### config.mk
export PLATFORM = sky130hd
export DESIGN_NAME = arb_mux
export DESIGN_NICKNAME = d
export VERILOG_FILES = /design/src/rtl/arb_mux.sv
export SDC_FILE = /design/constraint.sdc
export NUM_CORES = 1
export LEC_CHECK = 0
export CAP_MARGIN = 20
export CORE_ASPECT_RATIO = 0.9
export CORE_MARGIN = 2
export CORE_UTILIZATION = 37
export DETAILED_ROUTE_END_ITERATION = 16
export GPL_TIMING_DRIVEN = 0
export HOLD_SLACK_MARGIN = 0.05
export PLACE_DENSITY_LB_ADDON = 0.15
export SLEW_MARGIN = 10
export SYNTH_ARGS = -nofsm -noshare
export SYNTH_HDL_FRONTEND = slang
export SYNTH_SLANG_ARGS = --single-unit
### constraint.sdc
create_clock -name clk -period 4.41 [get_ports clk]
set_input_delay 0.882 -clock clk [delete_from_list [all_inputs] [get_ports clk]]
set_output_delay 0.882 -clock clk [all_outputs]
set_load 0.005 [all_outputs]
### src/rtl/arb_mux.sv
`default_nettype none
// +----------------------------------------------------------------------------+
// | Module      : arb_mux                                                      |
// | Description : N:1 data multiplexer with a one-entry registered output      |
// |               stage and valid/ready handshakes on every input and on the   |
// |               output. The source channel is picked either by an external   |
// |               select (MODE 0) or by round-robin arbitration over the       |
// |               valid inputs (MODE 1).                                       |
// | Revision    : 1.0 - initial release                                        |
// +----------------------------------------------------------------------------+
// | Ports                                                                      |
// |   clk        in   1             rising-edge clock                          |
// |   rst        in   1             synchronous active-high reset              |
// |   in_data    in   NUM_IN*WIDTH  channel i at [i*WIDTH +: WIDTH]            |
// |   in_valid   in   NUM_IN        per-channel valid                          |
// |   in_ready   out  NUM_IN        per-channel ready, at most one bit high    |
// |   sel        in   SEL_W         channel select (MODE 0 only)               |
// |   out_data   out  WIDTH         registered output data                     |
// |   out_valid  out  1             output register holds data                 |
// |   out_ready  in   1             consumer accepts out_data this cycle       |
// |   out_src    out  SEL_W         channel index that produced out_data       |
// +----------------------------------------------------------------------------+
module arb_mux #(
    parameter int WIDTH  = 16,
    parameter int NUM_IN = 4,
    parameter int SEL_W  = 2,
    parameter int MODE   = 0
) (
    input  logic                    clk,
    input  logic                    rst,
    input  logic [NUM_IN*WIDTH-1:0] in_data,
    input  logic [NUM_IN-1:0]       in_valid,
    output logic [NUM_IN-1:0]       in_ready,
    input  logic [SEL_W-1:0]        sel,
    output logic [WIDTH-1:0]        out_data,
    output logic                    out_valid,
    input  logic                    out_ready,
    output logic [SEL_W-1:0]        out_src
);

    // Output register stage
    logic               r_valid;
    logic [WIDTH-1:0]   r_data;
    logic [SEL_W-1:0]   r_src;

    // Channel choice and handshake
    logic               w_load;
    logic               w_pick_vld;
    logic [SEL_W-1:0]   w_pick;
    logic [NUM_IN-1:0]  w_ready;
    logic [WIDTH-1:0]   w_data;
    logic               w_xfer;

    // The output register can accept a new word when it is empty or is being
    // drained this very cycle, which gives back-to-back transfers.
    assign w_load = ~r_valid | out_ready;

    generate
        if (MODE == 1) begin : g_rr
            // Index of the channel with the highest priority next time round.
            logic [SEL_W-1:0] r_ptr;

            // Scan ptr, ptr+1, ... with wrap; the first valid channel wins.
            always_comb begin
                int v_idx;
                v_idx      = 0;
                w_pick_vld = 1'b0;
                w_pick     = '0;
                for (int k = 0; k < NUM_IN; k++) begin
                    v_idx = int'(r_ptr) + k;
                    if (v_idx >= NUM_IN) begin
                        v_idx = v_idx - NUM_IN;
                    end
                    for (int i = 0; i < NUM_IN; i++) begin
                        if (!w_pick_vld && (i == v_idx) && in_valid[i]) begin
                            w_pick_vld = 1'b1;
                            w_pick     = SEL_W'(i);
                        end
                    end
                end
            end

            // The winner drops to lowest priority only once it has transferred.
            always_ff @(posedge clk) begin
                if (rst) begin
                    r_ptr <= '0;
                end else if (w_xfer) begin
                    if (int'(w_pick) == NUM_IN - 1) begin
                        r_ptr <= '0;
                    end else begin
                        r_ptr <= w_pick + 1'b1;
                    end
                end
            end
        end else begin : g_ext
            // External select; an out-of-range select chooses nothing.
            always_comb begin
                w_pick     = sel;
                w_pick_vld = 1'b0;
                for (int i = 0; i < NUM_IN; i++) begin
                    if (sel == SEL_W'(i)) begin
                        w_pick_vld = 1'b1;
                    end
                end
            end
        end
    endgenerate

    // Decode the chosen channel into a one-hot ready and steer its data.
    always_comb begin
        w_ready = '0;
        w_data  = '0;
        for (int i = 0; i < NUM_IN; i++) begin
            if (w_pick_vld && (w_pick == SEL_W'(i))) begin
                w_ready[i] = w_load;
                w_data     = in_data[i*WIDTH +: WIDTH];
            end
        end
    end

    assign w_xfer = |(w_ready & in_valid);

    // Data and source only change on a transfer, so they stay bit-stable
    // during backpressure and keep their last values after a drain.
    always_ff @(posedge clk) begin
        if (rst) begin
            r_valid <= 1'b0;
            r_data  <= '0;
            r_src   <= '0;
        end else if (w_xfer) begin
            r_valid <= 1'b1;
            r_data  <= w_data;
            r_src   <= w_pick;
        end else if (out_ready) begin
            r_valid <= 1'b0;
        end
    end

    assign in_ready  = w_ready;
    assign out_valid = r_valid;
    assign out_data  = r_data;
    assign out_src   = r_src;

endmodule
`default_nettype wire

==> flow_metrics.env <==
export IMPL_period_needed_ns=3.415
export IMPL_ys_async_sr_fraction=0
export IMPL_firstDrtPassIters=4
export IMPL_syn_nets=188
export IMPL_fillCellCount=261
export IMPL_start_kind="primary input"
export IMPL_synth_cells=115
export IMPL_max_freq_mhz=292.8
export IMPL_synth_top_area_frac=0.2980
export IMPL_finClkSkew_ns=0.003016
export IMPL_fin_nets=286
export IMPL_syn_area_um2=1276
export IMPL_synth_common_cells="dfxtp_1 (19), a21oi_1 (17), nand3_1 (17)"
export IMPL_gp_congestion=0.7242
export IMPL_ir_drop_mv=0.09437
export IMPL_layout_drive_gt1_share=0.2170
export IMPL_worst_ep_arrival_time_ns=2.53
export IMPL_drtAntennaViolNets=0
export IMPL_yosys_top_cells_area="dfxtp_1 (30%), mux4_2 (28%), a21oi_1 (6.7%)"
export IMPL_period_share=0.7743
export IMPL_cts_buffer_depth=2
export IMPL_holdWs_ns=0.4637
export IMPL_dieWidth_um=65.91
export IMPL_avgViaCountPerCell=5.289
export IMPL_diodes=0
export IMPL_endpoint_kind="primary output"
export IMPL_cap_violations=0
export IMPL_hold_class="reg2reg"
export IMPL_drt_iter0_drc=28
export IMPL_p_leak_nw=0.8058
export IMPL_yosysMostFrequentCell="dfxtp_1"
export IMPL_setup_viol=0
export IMPL_grt_usage=0.2261
export IMPL_setup_tns_ns=0
export IMPL_critical_path_cell_chain="clkdlybuf4s50_1 > buf_2 > and3_1 > clkdlybuf4s50_1"
export IMPL_grt_pass1_wl_mm=6.548
export IMPL_fp_dieH_um=59.72
export IMPL_drt_total_wl_mm=4.194
export IMPL_htree_num_levels=1
export IMPL_critical_path_slowest_cell="clkdlybuf4s50_1"
export IMPL_row_count=20
export IMPL_grt_pass1_vias=1456
export IMPL_clock_latency_ns=0.26
export IMPL_worst_path_most_repeated_cell="clkdlybuf4s50_1"
export IMPL_vias=1354
export IMPL_timing_hold_violations_final=0
export IMPL_io_pins=96
export IMPL_syn_area_per_cell_um2=11.10
export IMPL_ys_warn_count=0
export IMPL_post_cts_buffers=0
export IMPL_max_slew_worst_pin_slew_ns=0.5574
export IMPL_yosys_area_top_type="dfxtp_1"
export IMPL_yosys_register_bits=19
export IMPL_drc=0
export IMPL_start_util=0.3835
export IMPL_status="completed"
export IMPL_grt_max_degree=12
export IMPL_seq_area_frac_synth=0.2980
export IMPL_slowest_delay_ns=0.63
export IMPL_wire_per_inst_um=16.38
export IMPL_cts_hold_buf=0
export IMPL_critPathKind="in2out"
export IMPL_required_ns=3.53
export IMPL_final_core_util=0.6936
export IMPL_synth_ff_type="dfxtp_1"
export IMPL_critPathMaxFanout=10
export IMPL_maxSlewViolCount=0
export IMPL_synth_edf_count=0
export IMPL_core_area_um2=3328
export IMPL_slew_headroom=0.6284
export IMPL_grt_overflow_total=0
export IMPL_ys_types=26
export IMPL_syn2layout_area_growth_pct=80.88
export IMPL_rsz0062_at_grt="no"
export IMPL_cts_tree="done"
export IMPL_cts_buffers=3
export IMPL_clock_root_buffer="clkbuf_8"
export IMPL_path_clk_slew_ns=0.07
export IMPL_die_area_um2=3936
export IMPL_powerDensity_nw_per_um2=225.7
export IMPL_grt_antenna_before_repair=0
export IMPL_post_cts_resize_count=0
export IMPL_port_buffers=93
export IMPL_cts_sinks=19
export IMPL_place_hpwl_mm=3.417
-- where the power goes --
part           leakage, nW  total (W)  switching, W  internal, W
Combinational        0.624   0.000202     0.0000687     0.000133
Clock               0.0255   0.000125     0.0000619    0.0000630
Sequential           0.156   0.000194    0.00000798     0.000186
Total                0.806   0.000521      0.000139     0.000383
-- critical path, delay by kind of cell --
family,cells,cell delay [ns]
AND/OR/NAND/NOR,1,0.21
buffers and inverters,3,1.43
-- final timing paths --
kind	end	slack (ns)	startpoint	depth (start not counted)
setup / recovery	in_ready[3]	1.0	sel[1]	4
hold / removal	out_data[4]$_SDFFE_PP0P_	0.46	out_data[4]$_SDFFE_PP0P_	2
setup reg to reg	out_data[1]$_SDFFE_PP0P_	2.88	out_valid$_SDFFE_PP0P_	6
hold reg to reg	out_data[4]$_SDFFE_PP0P_	0.46	out_data[4]$_SDFFE_PP0P_	2
-- cell families (layout without fill, tap and decap cells) --
family	Yosys count	count (layout)	synth area share
compound gates	35	35	0.1765
simple gates	30	30	0.1383
flops	19	19	0.2980
mux	18	18	0.3049
buf+inv	13	110	0.08234
-- layout make-up --
cell class	instances	area (um^2)	share of cell area
repair buffers	93	930.9	0.4033
multi-input cells	83	790.8	0.3425
flip-flops and latches	19	380.4	0.1648
plain buffers	13	105.1	0.04553
well taps	44	55.05	0.02385
clock buffers	3	41.29	0.01789
clock inverters	1	5.005	0.002168
-- registers in the layout, summed over array words and instances, names as in the netlist --
name	flops
out_data	16
out_src	2
out_valid	1
-- per-layer routing --
layer  track usage  up-vias  part of all wire
met5             0        -                 0
met1        0.2416      649              0.36
li1              -      642                 -
met4        0.1071        0             0.024
met3       0.03202        9             0.052
met2        0.4372       54              0.56
-- metrics by stage --
stage	total power [W]	setup WS [ns]	instances	cell area (um^2)
after floorplan	0.0002879	2.085	115	1276
after global routing	0.0005449	0.9461	256	2308
after CTS	0.0005253	0.9820	256	2308
after detailed placement	0.0004012	0.9949	252	2262
after global placement	0.0003937	1.040	252	2262
final	0.0005211	0.9952	256	2308
-- cell usage in the layout, fill, tap and decap left out, types with 3 or more instances in the layout --
cell type	netlist	layout
clkdlybuf4s50_1	0	93
dfxtp_1	19	19
a21oi_1	17	17
buf_6	6	6
nand3_1	17	17
o21ai_2	9	9
o21ai_1	8	8
clkbuf_8	0	3
buf_2	3	3
mux4_2	16	16
Power figures use the tool's default switching activity.
